<file path="src/rtl/alu_8_bit.sv">
// Registered 8-bit ALU: add, subtract, AND and OR on unsigned bytes, with
// carry/borrow and zero flags presented one cycle after an accepted operation.
module alu_8_bit (
  input  logic       clk,
  input  logic       rst,
  input  logic       in_valid,
  input  logic [7:0] a,
  input  logic [7:0] b,
  input  logic [1:0] opcode,
  output logic [7:0] y,
  output logic       carryout,
  output logic       zero,
  output logic       out_valid
);

  typedef enum logic [1:0] {
    OpAdd = 2'b00,
    OpSub = 2'b01,
    OpAnd = 2'b10,
    OpOr  = 2'b11
  } op_e;

  logic [8:0] res_d;
  logic [7:0] y_q;
  logic       carry_q;
  logic       zero_q;
  logic       valid_q;

  // Bit 8 carries the ADD carry-out; for SUB the 9-bit wrap sets it exactly on borrow.
  always_comb begin
    res_d = 9'd0;
    unique case (op_e'(opcode))
      OpAdd:   res_d = {1'b0, a} + {1'b0, b};
      OpSub:   res_d = {1'b0, a} - {1'b0, b};
      OpAnd:   res_d = {1'b0, a & b};
      OpOr:    res_d = {1'b0, a | b};
      default: res_d = 9'd0;
    endcase
  end

  always_ff @(posedge clk or posedge rst) begin
    if (rst) begin
      y_q     <= 8'h00;
      carry_q <= 1'b0;
      zero_q  <= 1'b1;
      valid_q <= 1'b0;
    end else begin
      valid_q <= in_valid;
      if (in_valid) begin
        y_q     <= res_d[7:0];
        carry_q <= res_d[8];
        zero_q  <= (res_d[7:0] == 8'h00);
      end
    end
  end

  assign y         = y_q;
  assign carryout  = carry_q;
  assign zero      = zero_q;
  assign out_valid = valid_q;

endmodule

</file>
<file path="config.mk">
export PLATFORM = sky130hd
export DESIGN_NAME = alu_8_bit
export DESIGN_NICKNAME = d
export VERILOG_FILES = /design/src/rtl/alu_8_bit.sv
export SDC_FILE = /design/constraint.sdc
export NUM_CORES = 1
export LEC_CHECK = 0
export CAP_MARGIN = 20
export CORE_MARGIN = 2
export CORE_UTILIZATION = 35
export DETAILED_ROUTE_END_ITERATION = 8
export PLACE_DENSITY = 0.67
export SYNTH_ARGS = -nofsm -noshare
export SYNTH_HDL_FRONTEND = slang
export SYNTH_SLANG_ARGS = --single-unit
export TNS_END_PERCENT = 5
</file>
<file path="constraint.sdc">
create_clock -name clk -period 1.2 [get_ports clk]
set_input_delay 0.24 -clock clk [delete_from_list [all_inputs] [get_ports clk]]
set_output_delay 0.24 -clock clk [all_outputs]
set_load 0.1 [all_outputs]
</file>
==> impl_metrics.env, run 1 <==
export IMPL_crit_arrival_ns=2.53
export IMPL_drive_above_1_share_pct=50.23
export IMPL_fmax_ghz=0.4205
export IMPL_numCtsBuffers=3
export IMPL_critPathKind="input port to register"
export IMPL_postRouteWirelength_um=3562
export IMPL_cts_sinks=11
export IMPL_swShare_pct=45.79
export IMPL_routabilityCongestion=0.8591
export IMPL_synth_most_common_cell="nor2_1"
export IMPL_crit_chain="buf_8, inv_6, ha_4, nand2b_4, buf_4, buf_4, nor4_4, nor2_2, xnor2_2, ha_2, o21ai_2, nand2b_4, o41ai_4, xnor2_1, o21a_1, mux2_4"
export IMPL_wire_per_inst_um=13.65
export IMPL_worst_hold_slack_ns=0.2447
export IMPL_synthesis_area_mm2=0.001144
export IMPL_critPathLaunchType="input port"
export IMPL_htreeDepth=1
export IMPL_ys_top_cells_by_count="14 x nor2_1, 13 x inv_1, 11 x ha_1, 10 x dfrtp_1, 9 x nand2b_1"
export IMPL_antenna_found_initial=0
export IMPL_required_ns=1.35
export IMPL_ioPinCount=32
export IMPL_grt_pass1_wl_um=5540
export IMPL_setup_slack_ns=-1.178
export IMPL_synth_top_cell_area_share_pct=21.88
export IMPL_rows=20
export IMPL_drtIter0Drc=25
export IMPL_endpoint_kind="register"
export IMPL_clockBufferDepth=2
export IMPL_grt_total_usage_pct=19.53
export IMPL_placed_cells=244
export IMPL_core_mm2=0.003078
export IMPL_min_path_type="input port to async pin"
export IMPL_setup_viol=11
export IMPL_final_cells=261
export IMPL_synth_area_leaders="dfrtp_1 22%, ha_1 12%, xnor2_1 6.1%, mux2_2 4.9%, nand2b_1 4.9%"
export IMPL_path_depth=16
export IMPL_initial_core_util_pct=37.15
export IMPL_dpl_hpwl_um=2616
export IMPL_grt_max_degree=20
export IMPL_drv_slew=0
export IMPL_p_comb_share_pct=69.4
export IMPL_syn_inst=137
export IMPL_stdcell_area_mm2=0.002215
export IMPL_fin_crit_ns=2.378
export IMPL_rrSetupSlack_ns=0.39
export IMPL_die_h_um=61.16
export IMPL_rsz0062_at_grt="yes"
export IMPL_first_pass_iters=4
export IMPL_syn_area_per_cell_um2=8.347
export IMPL_synth_warnings=0
export IMPL_drc=0
export IMPL_insertion_delay_ns=0.26
export IMPL_p_per_area_mw_per_mm2=1112
export IMPL_cp_startpoint="b[0]"
export IMPL_critPathBufInv=4
export IMPL_die_w_um=61.16
export IMPL_p_int_uw=1335
export IMPL_num_vias=1301
export IMPL_routed_wl_met2_um=1995
export IMPL_synth_seq_cells=11
export IMPL_wl_met3_um=124
export IMPL_violations="setup timing"
export IMPL_synth_nets=170
export IMPL_hold_viol=0
export IMPL_cts_root_buffer="clkbuf_4"
export IMPL_ys_types=42
export IMPL_p_leak_uw=0.0009965
export IMPL_period_share_pct=198.2
export IMPL_placed_area_mm2=0.001873
export IMPL_post_place_ws_ns=-1.969
export IMPL_power_frac_seq_pct=20.4
export IMPL_crit_path_max_fanout=3
export IMPL_syn2layout_area_growth_pct=93.65
export IMPL_critPathSlowestCell="ha_2"
export IMPL_nets=251
export IMPL_slowest_delay_ns=0.35
export IMPL_routed_via_density=4.985
export IMPL_reg2reg_depth=1
export IMPL_ir_drop_mv=0.3933
export IMPL_clock_power_share_pct=10.2
export IMPL_gr_total_overflow=0
export IMPL_endpoint="y[7]$_DFFE_PP0P_"
export IMPL_grt_pass1_vias=1315
export IMPL_antenna_cells=0
export IMPL_ys_flop_type="dfrtp_1"
export IMPL_clock_skew_ns=0
export IMPL_tightest_slew_ns=0.4021
export IMPL_ant_nets=0
export IMPL_timing_rr_start="y[5]$_DFFE_PP0P_"
export IMPL_worst_r2r_endpoint="y[5]$_DFFE_PP0P_"
export IMPL_ys_seq_area_share_pct=24.18
export IMPL_p_switching_uw=1127
export IMPL_synth_largest_area_cell="dfrtp_1"
export IMPL_synth_edff_count=0
export IMPL_tritoncts="done"
export IMPL_dieArea_mm2=0.003741
export IMPL_async_flop_share_pct=100.0
export IMPL_outcome="finished with violations"
export IMPL_top_layer_used="met4"
export IMPL_portBuffers=31
export IMPL_relSlewSlack_pct=73.16
export IMPL_path_clk_slew_ns=0.07
export IMPL_maxCapViolations=0
export IMPL_wl_met1_um=1378
export IMPL_path_delay_family="adder cells"
==> worst min path at each step <==
stage / depth (start not counted) / startpoint / slack, ns / endpoint
final: 2 / rst / 0.24 / y[4]$_DFFE_PP0P_
after global routing: 2 / rst / 0.31 / y[5]$_DFFE_PP0P_
after CTS: 2 / rst / 0.27 / y[4]$_DFFE_PP0P_
after detailed placement: 2 / zero$_DFFE_PP1P_ / 0.50 / zero$_DFFE_PP1P_
after global placement: 2 / zero$_DFFE_PP1P_ / 0.49 / zero$_DFFE_PP1P_
after floorplan: 1 / rst / 0.09 / carryout$_DFFE_PP0P_
==> per-stage QoR <==
step                TNS (ns)  util, %  total power [uW]
floorplan             -9.288        -              1352
global placement      -14.13    60.85              1925
detailed placement    -14.94    60.85              1966
CTS                   -8.060    69.11              2379
global route          -8.924    71.95              2583
finish                -7.996    71.95              2462
==> placed cells by master (no fill, tap or decap), types with 4 or more instances in the layout <==
cell / synthesis / routed
buf_4: 1 / 45
clkdlybuf4s50_1: 0 / 12
buf_12: 0 / 11
inv_1: 13 / 10
nor2_1: 14 / 10
dfrtp_1: 10 / 10
nand2b_1: 9 / 7
xnor2_1: 8 / 7
ha_1: 11 / 7
nand2_1: 6 / 6
a21oi_1: 8 / 6
buf_6: 1 / 6
o21ai_1: 2 / 4
==> per-layer routing <==
layer / global-route usage (%) / vias up
met2: 38.30 / 35
met3: 1.681 / 8
met5: 0 / -
met4: 8.075 / 0
li1: - / 641
met1: 21.08 / 617
==> registers in the layout (all words and copies together), names as in the netlist <==
| signal | count |
|---|---|
| y | 8 |
| carryout | 1 |
| zero | 1 |
| out_valid | 1 |
==> cell families (layout without fill, tap and decap cells) <==
family / count (synthesis) / count (layout) / share of synthesized area [%]
AOI/OAI and AO/OA: 34 / 34 / 19.59
xor gates and xnor gates: 9 / 9 / 6.893
DFF: 11 / 11 / 24.18
adders and majority gates: 16 / 16 / 17.40
and+or+nand+nor: 42 / 42 / 18.38
muxes: 7 / 7 / 6.674
buffers and inverters: 18 / 98 / 6.893
==> power groups by stage <==
stage	clock network (uW)	registers, uW	logic [uW]
global route	270	512	1800
global placement	0	505	1420
detailed placement	0	512	1450
floorplan	0	928	424
finish	251	502	1710
CTS	255	505	1620
==> timing repair <==
| action | 4_1_cts | 5_1_grt |
|---|---|---|
| setup buffers | 12 | 2 |
| endpoints found under the setup margin | 11 | 11 |
| hold buffers | 0 | 0 |
| gates resized for setup | 60 | 18 |
| pin swaps | 21 | 18 |
==> final cells by class <==
| cell class | instances | area [um2] |
|---|---|---|
| Timing Repair Buffer | 81 | 812.0 |
| Sequential cell | 11 | 276.5 |
| Clock buffer | 3 | 22.52 |
| Inverter | 13 | 56.30 |
| Multi-Input combinational cell | 108 | 987.2 |
| Clock inverter | 1 | 5.005 |
| Fill cell | 241 | 863.3 |
| Tap cell | 44 | 55.05 |
Note: power is estimated with default switching activity, not from simulation.
==> run 2: changes to the inputs <==
Clock period 1.2 ns to 2.3 ns, I/O delays scaled along.
==> run 2 against run 1 <==
  * Wire length fell by 18%
  * Power decreased by 54%
  * Clock skew did not move
  * The flow still finishes with violations (setup timing)
  * Sequential cell count unchanged
  * Hold slack improved by 0.24 ns
  * Via count is 4.5% lower
  * Largest cell class unchanged
  * Sequential share of layout area rose by 1.4 points
  * Cell count fell by 0.38%
  * Critical endpoint is now zero$_DFFE_PP1P_
  * Sequential power decreased by 52%
==> impl_metrics.env, run 2 (synthesis gave the netlist of run 1 again) <==
export IMPL_violations="setup timing"
export IMPL_worst_r2r_endpoint="y[7]$_DFFE_PP0P_"
export IMPL_htreeDepth=1
export IMPL_fmax_ghz=0.4004
export IMPL_tritoncts="done"
export IMPL_numCtsBuffers=3
export IMPL_fin_crit_ns=2.497
export IMPL_cts_hold_buf=0
export IMPL_maxCapViolations=0
export IMPL_drtIter0Drc=28
export IMPL_drv_slew=0
export IMPL_min_path_type="input port to async pin"
export IMPL_grt_pass1_vias=1213
export IMPL_routed_via_density=4.777
export IMPL_die_h_um=61.16
export IMPL_cts_root_buffer="clkbuf_4"
export IMPL_fin_setup_tns_ns=-0.6230
export IMPL_critPathKind="input port to register"
export IMPL_rows=20
export IMPL_core_mm2=0.003078
export IMPL_syn2layout_area_growth_pct=74.62
export IMPL_final_common_cell="buf_4"
export IMPL_grt_total_usage_pct=17.07
export IMPL_initial_core_util_pct=37.15
export IMPL_routabilityCongestion=0.8449
export IMPL_relSlewSlack_pct=73.51
export IMPL_grt_pass1_wl_um=4864
export IMPL_num_vias=1242
export IMPL_required_ns=2.48
export IMPL_clockBufferDepth=2
export IMPL_p_leak_uw=0.0009116
export IMPL_ioPinCount=32
export IMPL_reg2reg_depth=1
export IMPL_hold_viol=0
export IMPL_dpl_hpwl_um=2389
export IMPL_crit_path_max_fanout=5
export IMPL_gr_total_overflow=0
export IMPL_ir_drop_mv=0.1714
export IMPL_setup_slack_ns=-0.1972
export IMPL_postRouteWirelength_um=2933
export IMPL_critPathSlowestCell="or4_1"
export IMPL_portBuffers=31
export IMPL_die_w_um=61.16
export IMPL_grt_max_degree=20
export IMPL_setup_viol=5
export IMPL_slowest_delay_ns=0.54
export IMPL_drive_above_1_share_pct=47.69
export IMPL_outcome="finished with violations"
export IMPL_crit_arrival_ns=2.67
export IMPL_endpoint_kind="register"
export IMPL_insertion_delay_ns=0.26
export IMPL_cts_sinks=11
export IMPL_crit_chain="buf_2, nor2b_1, buf_4, nor2_2, xnor2_1, ha_1, o211ai_2, a21oi_2, o21a_1, o31ai_2, or4_1, o32ai_2"
export IMPL_antenna_cells=0
export IMPL_final_core_util_pct=64.88
export IMPL_critPathLaunchType="input port"
export IMPL_dieArea_mm2=0.003741
export IMPL_period_share_pct=108.6
export IMPL_fill_cells=269
export IMPL_tightest_slew_ns=0.3969
export IMPL_rsz0062_at_grt="yes"
export IMPL_first_pass_iters=3
export IMPL_nets=250
export IMPL_antenna_found_initial=0
export IMPL_path_clk_slew_ns=0.06
export IMPL_ant_nets=0
export IMPL_timing_rr_start="y[7]$_DFFE_PP0P_"
export IMPL_largest_reg_flops=8
export IMPL_drc=0
export IMPL_layout_common_cells="59 x buf_4, 12 x clkdlybuf4s50_1, 11 x inv_1"
export IMPL_post_place_ws_ns=-1.000
export IMPL_p_per_area_mw_per_mm2=566.0
export IMPL_rrSetupSlack_ns=1.55
export IMPL_clock_skew_ns=0
export IMPL_wire_per_inst_um=11.28
[run 2: changes by cell type in the layout (fill, tap and decap cells not counted), sizes merged]
cell,before,now
clkbuf,3,4
buf,66,65
inv,13,12
[run 2: routing by layer]
layer / up-vias / wire length, um / GRT usage (%)
met1: 573 / 1265 / 19.05
met2: 25 / 1533 / 33.89
met5: - / 0 / 0
li1: 642 / - / -
met3: 2 / 123 / 0.8403
met4: 0 / 9 / 5.590
[run 2: layout make-up]
cell class | instances | area, um2 | area share [%]
multi-input combinational | 108 | 930.9 | 46.62
sequential | 11 | 276.5 | 13.85
timing repair buffer | 80 | 651.9 | 32.64
clock buffer | 4 | 26.28 | 1.316
inverter | 13 | 56.30 | 2.820
tap | 44 | 55.05 | 2.757
[run 2: timing repair]
action	CTS	global route
endpoints found under the setup margin	9	7
buffers inserted	14	1
gates resized for setup	60	6
pin swaps	22	9
gates cloned	0	0
endpoints found under the hold margin	0	0
[run 2: how the worst max path moves through the flow]
stage,from,depth (start not counted),slack [ns],end
finish,opcode[1],12,-0.20,zero$_DFFE_PP1P_
global route,b[0],14,-0.32,zero$_DFFE_PP1P_
floorplan,opcode[1],11,-0.51,zero$_DFFE_PP1P_
detailed placement,b[0],14,-1.00,zero$_DFFE_PP1P_
global placement,b[0],14,-0.98,zero$_DFFE_PP1P_
CTS,b[1],14,-0.23,zero$_DFFE_PP1P_
[run 2: worst max-delay path, delay by kind of cell]
kind	cells	cell delay, ns
AO/OA/AOI/OAI	5	0.75
AND/OR/NAND/NOR	3	0.69
adder cells (fa/ha/maj)	1	0.37
buffers and inverters	2	0.27
XOR/XNOR	1	0.12
[run 2: through the flow]
step                      hold slack [ns]  cells  power [uW]  area, um2
final                              0.4820    260        1130       1997
after global placement             0.4665    241       900.9       1713
after CTS                          0.4877    259        1129       1973
after floorplan                    0.3117    137       705.4       1167
after global routing               0.5068    260        1198       1997
after detailed placement           0.4666    241       913.3       1713
[run 2: where the power goes]
part	total [uW]	leakage, uW	internal [uW]	switching (uW)
combinational	763	0.000770	304	459
clock	125	0.0000150	66.9	57.7
sequential	243	0.000127	226	17.0
total	1130	0.000912	597	533
==> run 3: changes to the inputs <==
==> constraint.sdc (replaced) <==
create_clock -name clk -period 2.3 [get_ports clk]
set_input_delay 0.345 -clock clk [delete_from_list [all_inputs] [get_ports clk]]
set_output_delay 0.345 -clock clk [all_outputs]
set_load 0.1 [all_outputs]
==> run 3 against run 2 <==
  * Cell count fell by 1.5%
  * Critical endpoint is now y[6]$_DFFE_PP0P_
  * Sequential share of layout area fell by 0.13 points
  * Clock-buffer cell count did not move
  * Clock power barely moved
  * Hold slack got worse by 0.11 ns
  * Worst setup slack improved by 0.11 ns
  * The run still ends with setup timing left
  * Sequential cell count did not move
  * Utilization rose by 0.61 points
  * First-iteration DRC count fell by 43%
  * Combinational power rose by 2%
  * Clock skew did not move
==> impl_metrics.env, run 3 (synthesis gave the netlist of run 1 again) <==
export IMPL_crit_path_max_fanout=6
export IMPL_critPathLaunchType="input port"
export IMPL_met3_usage_pct=0.8403
export IMPL_p_switching_uw=545.3
export IMPL_dieArea_mm2=0.003741
export IMPL_endpoint_kind="register"
export IMPL_period_share_pct=103.7
export IMPL_worst_hold_slack_ns=0.3701
export IMPL_numCtsBuffers=3
export IMPL_portBuffers=31
export IMPL_antenna_found_initial=0
export IMPL_cp_startpoint="b[3]"
export IMPL_dpl_hpwl_um=2424
export IMPL_cts_hold_buf=0
export IMPL_setup_slack_ns=-0.08531
export IMPL_relSlewSlack_pct=72.30
export IMPL_layout_common_cells="55 x buf_4, 12 x clkdlybuf4s50_1, 10 x nor2_1, 10 x dfrtp_1, 9 x inv_1"
export IMPL_grt_pass1_vias=1188
export IMPL_path_clk_slew_ns=0.07
export IMPL_nets=246
export IMPL_fmax_ghz=0.4192
export IMPL_stdcell_area_mm2=0.002016
export IMPL_p_comb_share_pct=67.8
export IMPL_core_mm2=0.003078
export IMPL_insertion_delay_ns=0.26
export IMPL_outcome="finished with violations"
export IMPL_gr_total_overflow=0
export IMPL_fin_crit_ns=2.385
export IMPL_postRouteWirelength_um=3162
export IMPL_cts_root_buffer="clkbuf_4"
export IMPL_violations="setup timing"
export IMPL_routabilityCongestion=0.8450
export IMPL_initial_core_util_pct=37.15
export IMPL_htreeDepth=1
export IMPL_rsz0062_at_grt="yes"
export IMPL_min_path_type="input port to async pin"
export IMPL_critPathKind="input port to register"
export IMPL_grt_max_degree=20
export IMPL_routed_via_density=4.852
export IMPL_ir_drop_mv=0.1742
export IMPL_power_frac_seq_pct=21.3
export IMPL_grt_pass1_wl_um=4816
export IMPL_drtIter0Drc=16
export IMPL_clock_skew_ns=0
export IMPL_grt_total_usage_pct=16.76
export IMPL_final_common_cell="buf_4"
export IMPL_timing_rr_start="y[7]$_DFFE_PP0P_"
export IMPL_drc=0
export IMPL_p_int_uw=598.8
export IMPL_antenna_cells=0
export IMPL_p_per_area_mw_per_mm2=567.6
export IMPL_drv_slew=0
export IMPL_clock_power_share_pct=10.9
export IMPL_fin_setup_tns_ns=-0.2099
export IMPL_syn2layout_area_growth_pct=76.26
export IMPL_ant_nets=0
export IMPL_maxCapViolations=0
export IMPL_die_h_um=61.16
export IMPL_die_w_um=61.16
export IMPL_grt_use_met1_pct=19.80
export IMPL_top_usage_layer="met2"
export IMPL_crit_arrival_ns=2.53
export IMPL_tightest_slew_ns=0.4150
export IMPL_required_ns=2.45
export IMPL_use_met2_pct=32.67
export IMPL_first_pass_iters=4
export IMPL_clockBufferDepth=2
export IMPL_setup_viol=3
export IMPL_hold_viol=0
export IMPL_cts_sinks=11
export IMPL_rows=20
export IMPL_swShare_pct=47.66
export IMPL_placed_area_mm2=0.001713
export IMPL_tritoncts="done"
export IMPL_largest_reg_flops=8
export IMPL_ioPinCount=32
export IMPL_wire_per_inst_um=12.35
export IMPL_num_vias=1242
export IMPL_power_uw=1144
export IMPL_p_leak_uw=0.0009102
export IMPL_drive_above_1_share_pct=50.00
run 3: worst paths after layout:
kind,endpoint,slack (ns),cells after the start
max,y[6]$_DFFE_PP0P_,-0.09,10
min,y[4]$_DFFE_PP0P_,0.37,2
max reg2reg,y[7]$_DFFE_PP0P_,1.55,1
min reg2reg,zero$_DFFE_PP1P_,0.50,2
max in group asynchronous,zero$_DFFE_PP1P_,1.61,2
min in group clk,zero$_DFFE_PP1P_,0.50,2
run 3: cell type report:
cell class                 count  area [um2]
inverter                      13       53.80
sequential                    11       276.5
timing repair buffer          76       620.6
fill                         255        1062
multi-input combinational    108       983.4
tap                           44       55.05
clock buffer                   4       26.28
run 3: critical path, stage by stage:
cell	delay, ns
clkdlybuf4s15_1	0.22
buf_6	0.16
xnor2_1	0.16
ha_2	0.33
o21ai_0	0.29
a21oi_2	0.08
o21ai_1	0.27
nor3b_1	0.28
o31ai_2	0.12
mux2_2	0.27
run 3: power by group through the flow:
stage	clock network, uW	logic (uW)	registers (uW)
CTS	130	737	244
finish	124	775	244
global placement	0	656	245
detailed placement	0	667	248
global route	137	822	247
floorplan	0	221	484
run 3: through the flow:
step | setup WS (ns) | util, % | cells
final | -0.08531 | 65.49 | 256
after global routing | -0.1670 | 65.49 | 256
after CTS | -0.1367 | 62.40 | 254
after detailed placement | -0.9170 | 55.65 | 241
after global placement | -0.8639 | 55.65 | 241
after floorplan | -0.3953 | - | 137
run 3: per-layer routing:
metal / vias to the layer above / wire length, um
met1: 574 / 1368
met5: - / 0
met4: 0 / 8
li1: 637 / -
met3: 2 / 126
met2: 29 / 1658
run 3: timing repair:
action / CTS / global route
endpoints found under the hold margin: 0 / 0
setup endpoints to repair: 7 / 5
buffers inserted: 10 / 2
resized for setup: 57 / 17
pin swaps: 18 / 10
==> variant 1: new RTL, config.mk and constraints of run 1 <==
Put one more register stage on the output `y`, with the module's reset. The value now appears one clock later. The other outputs are not delayed to match.
--- a/src/rtl/alu_8_bit.sv
+++ b/src/rtl/alu_8_bit.sv
@@ -54,7 +54,13 @@
     end
   end
 
-  assign y         = y_q;
+  always_ff @(posedge clk or posedge rst) begin
+    if (rst) begin
+      y <= '0;
+    end else begin
+      y <= y_q;
+    end
+  end
   assign carryout  = carry_q;
   assign zero      = zero_q;
   assign out_valid = valid_q;
Behaviour: not the same (a bounded check fails within 4 cycles, from zero or initial values and one cycle with rst high).
==> variant 1 against run 1 <==
The flow still finishes with violations (negative setup slack); highest routed layer unchanged; total power increased by 17%; clock power up 71%; wire length rose by 14%; sequential cell count rose by 8; worst setup slack improved by 150 ps; register-to-register slack better by 40 ps; synthesized area increased by 25%; largest power group unchanged; final area grew 13%.
==> variant 1: results (changes against run 1) <==
* Status: finished, violations left
* Failing checks: negative setup slack
* Global-route wire length before repair at 6.62 mm (+20%)
* LEAKAGE at 1.11 nW (+12%)
* Sequential area share after synthesis at 33.3% (+9.1 points)
* Worst Max-Slew Pin Slew at 309 ps (-92.6 ps)
* Setup Skew at 1.47 ps (+1.47 ps)
* Flop2flop setup slack at 430 ps (+40 ps)
* TNS Setup at -7600 ps (+397 ps)
* Num rows at 23 (+15%)
* CP arrival at 2420 ps (-110 ps)
* RD Place Congestion at 0.794 (-7.6%)
* Final Power at 2.89 mW (+17%)
* # fillers at 301 (+25%)
* Post-synth top cells: dfrtp_1, a21oi_1, nor2_1
* Largest net degree at the start of global routing at 22 (+10%)
* VDD IR-drop max at 390 uV (-0.81%)
* Post-synth net total at 186 (+9.4%)
* Crit-path max FO at 4 (+1)
* Capturing point of the worst reg2reg path: y_q[1]
* Post-DP HPWL at 2.92 mm (+11%)
* Nets@finish at 272 (+8.4%)
* Root Driver: clkbuf_8
* Via count at 1516 (+17%)
* Worst r2r src: y_q[1]
* Final WS setup at -1030 ps (+146 ps)
* Share of cells above drive strength 1 at 47.1% (-3.2 points)
* Setup violators final at 11 (unchanged)
-- variant 1: per-layer routing --
layer	track usage (%)	part of all wire [%]	up-vias
met5	0	0	-
met4	11.5	4.6	0
met3	1.97	3.3	19
met2	34.5	52	52
met1	20.7	40	724
li1	-	-	721
-- variant 1: cell families (layout without fill, tap and decap cells) --
kind of cell / Yosys count / in the layout / share of synthesized area [%]
buf+inv: 17 / 102 / 5.59
flops: 19 / 19 / 33.3
compound gates: 44 / 44 / 21.5
simple gates: 42 / 42 / 15.8
mux: 5 / 5 / 3.76
fa+ha+maj: 18 / 18 / 15.2
xor+xnor: 8 / 8 / 4.89
-- variant 1: critical path, stage by stage --
cell and delay [ps]:
buf_6 90, nor2b_4 110, buf_6 120, buf_4 130, nor2_1 140, xnor2_1 90
ha_1 350, o21ai_2 150, a21oi_2 50, o21a_1 220, o21a_1 180, o31a_1 300
a32o_1 250
-- variant 1: worst max path at each step --
stage / start / endpoint / slack [ps] / cells after the start
final: opcode[0] / zero / -1030 / 13
after global routing: opcode[0] / zero / -1100 / 13
after CTS: opcode[0] / zero / -1050 / 10
after detailed placement: b[0] / zero / -1760 / 12
after global placement: b[0] / zero / -1760 / 12
after floorplan: opcode[0] / zero / -1150 / 11
-- variant 1: timing repair --
| action | CTS | global route |
|---|---|---|
| resized for setup | 61 | 9 |
| endpoints found under the setup margin | 11 | 11 |
| pin swaps | 21 | 10 |
| setup buffers | 15 | 2 |
-- variant 1: where the power goes --
part           total, mW  internal (mW)  switching, mW
clock              0.430          0.236          0.194
combinational       1.65          0.758          0.890
sequential         0.810          0.741         0.0690
total               2.89           1.73           1.15
-- variant 1: area by class of cell --
class | instances | area [sq um] | area share (%)
multi-input cells | 117 | 1030 | 41.0
repair buffers | 87 | 850 | 33.9
flip-flops and latches | 19 | 477 | 19.0
well taps | 50 | 62.6 | 2.50
clock buffers | 4 | 45.0 | 1.80
inverters | 11 | 43.8 | 1.75
-- variant 1: stage by stage --
stage | setup slack, ps | instances
after floorplan | -1150 | 153
after global placement | -1760 | 267
after detailed placement | -1760 | 267
after CTS | -1050 | 286
after global routing | -1100 | 288
final | -1030 | 288
==> variant 2: new RTL, flow settings as in run 1 <==
Made on the original files. Remove the case item `OpAdd` of the case on `op_e'(opcode)`.
--- a/src/rtl/alu_8_bit.sv
+++ b/src/rtl/alu_8_bit.sv
@@ -30,7 +30,6 @@
   always_comb begin
     res_d = 9'd0;
     unique case (op_e'(opcode))
-      OpAdd:   res_d = {1'b0, a} + {1'b0, b};
       OpSub:   res_d = {1'b0, a} - {1'b0, b};
       OpAnd:   res_d = {1'b0, a & b};
       OpOr:    res_d = {1'b0, a | b};
Function: changed (Yosys sat finds a counterexample within 4 cycles, from zero or initial values and one cycle with rst high).
==> variant 2 against run 1 <==
The flow still finishes with violations (negative setup slack); total power fell by 15%; wire length is 6.2% higher; fmax grew 45%; critical path depth shrank 6; sequential power decreased by 7.8%; sequential cell count did not move; register-to-register slack worse by 80 ps; utilization shrank 5.9 points; synthesized area increased by 19%; final area is 10% higher; worst setup slack improved by 740 ps; critical path type unchanged; largest cell class unchanged; largest power group unchanged.
==> variant 2: results (changes against run 1) <==
* Largest cells by area after synthesis: ha_1, dfrtp_1, inv_1
* Root Driver: clkbuf_8
* Sequential area share after synthesis at 20.3% (-3.9 points)
* Vias in the first global route at 1496 (+14%)
* Crit-path max FO at 4 (+1)
* Total CTS buffers at 3 (unchanged)
* Wire per inst at 13.7 um (about the same)
* Worst-Skew Late Latency at 240 ps (-20 ps)
* Overall Global Routing Usage at 18.6% (-0.92 points)
* Setup violators final at 9 (-2)
* Final WS setup at -441 ps (+737 ps)
* Failing checks: negative setup slack
* Min-delay worst type: input pin to asynchronous set/reset pin
* Worst path max stage delay at 400 ps (+50 ps)
* Nets@finish at 276 (+10%)
* Setup Skew at 0 ps (unchanged)
* PortBufs at 31 (unchanged)
* Cell area after placement at 0.00218 sq mm (+16%)
* Via count at 1409 (+8.3%)
* Largest net degree at the start of global routing at 19 (-5.0%)
* Dpl cells at 268 (+9.8%)
* LEAKAGE at 1.07 nW (+7.7%)
* RD Place Congestion at 0.852 (-0.86%)
* Global-route wire length before repair at 6.35 mm (+15%)
* Syn avg cell area at 8.40 sq um (+0.67%)
* CP arrival at 1790 ps (-740 ps)
* Htree depth at 1 (unchanged)
* CTS clk-pin slew, worst paths at 50 ps (-20 ps)
* Status: finished, violations left
* Worst Max-Slew Pin Slew at 483 ps (+81.0 ps)
* Post-synth top cells: ha_1, inv_1, nor2_1
* Post-synth net total at 208 (+22%)
* Drt first-iter violations at 57 (+130%)
* Slowest CP cell: fa_2
* Post-DP HPWL at 3.09 mm (+18%)
* First drt pass iteration count at 4 (unchanged)
* # fillers at 292 (+21%)
* Cell variety after synth at 45 (+7.1%)
* Number of flip-flops in the largest register at 8 (unchanged)
* VDD IR-drop max at 314 uV (-20%)
* Worst-case clock buffer depth at 2 (unchanged)
* Share of cells above drive strength 1 at 53.3% (+3.0 points)
* CP delay by family, top: compound AO/OA/AOI/OAI gates
* Final Max Tran Viols at 0 (unchanged)
* Detail-routed via count per cell at 5.09 (+2.0%)
## variant 2: worst paths after layout
path                            slack [ps]       end  depth (start not counted)  startpoint
worst max register to register         310  carryout                          3    carryout
worst max-delay path                  -440      zero                         10        a[0]
worst min-delay path                   290      y[3]                          2         rst
worst min register to register         490      zero                          2        zero
max in group asynchronous              600      zero                          2         rst
min in group clk                       490      zero                          2        zero
## variant 2: report_power, final
group,switching [mW],total [mW],internal [mW]
Clock,0.132,0.364,0.233
Sequential,0.0473,0.463,0.416
Combinational,0.705,1.27,0.560
Total,0.885,2.09,1.21
## variant 2: layout make-up
cell class | count | area share (%)
Sequential cell | 11 | 11.3
Inverter | 24 | 4.11
Clock buffer | 4 | 1.85
Multi-Input combinational cell | 121 | 51.2
Timing Repair Buffer | 69 | 29.0
Tap cell | 48 | 2.46
## variant 2: layer usage
layer / up-vias / part of all wire (%) / track usage [%] / wire (um)
li1: 704 / - / - / -
met1: 647 / 38 / 18.9 / 1430
met2: 49 / 55 / 36.5 / 2070
met3: 9 / 5.0 / 2.73 / 190
met4: 0 / 2.7 / 8.67 / 103
met5: - / 0 / 0 / 0
## variant 2: timing repair
item / CTS / global route
setup endpoints to repair: 11 / 11
gates resized for setup: 77 / 28
pin swaps: 21 / 18
setup buffers: 5 / 0
## variant 2: logic make-up after synthesis
family	Yosys count	share of synthesized area [%]
DFF	11	20.3
AOI/OAI and AO/OA	45	24.8
muxes	2	1.84
buffers and inverters	30	10.4
and+or+nand+nor	49	19.1
adders and majority gates	25	23.5
## variant 2: metrics by stage
step	setup WS [ps]	utilization, %	TNS [ps]
floorplan	-447	-	-2420
global placement	-1130	59.0	-9130
detailed placement	-1170	59.0	-9640
CTS	-459	64.0	-2750
global route	-489	66.1	-3130
finish	-441	66.1	-2520
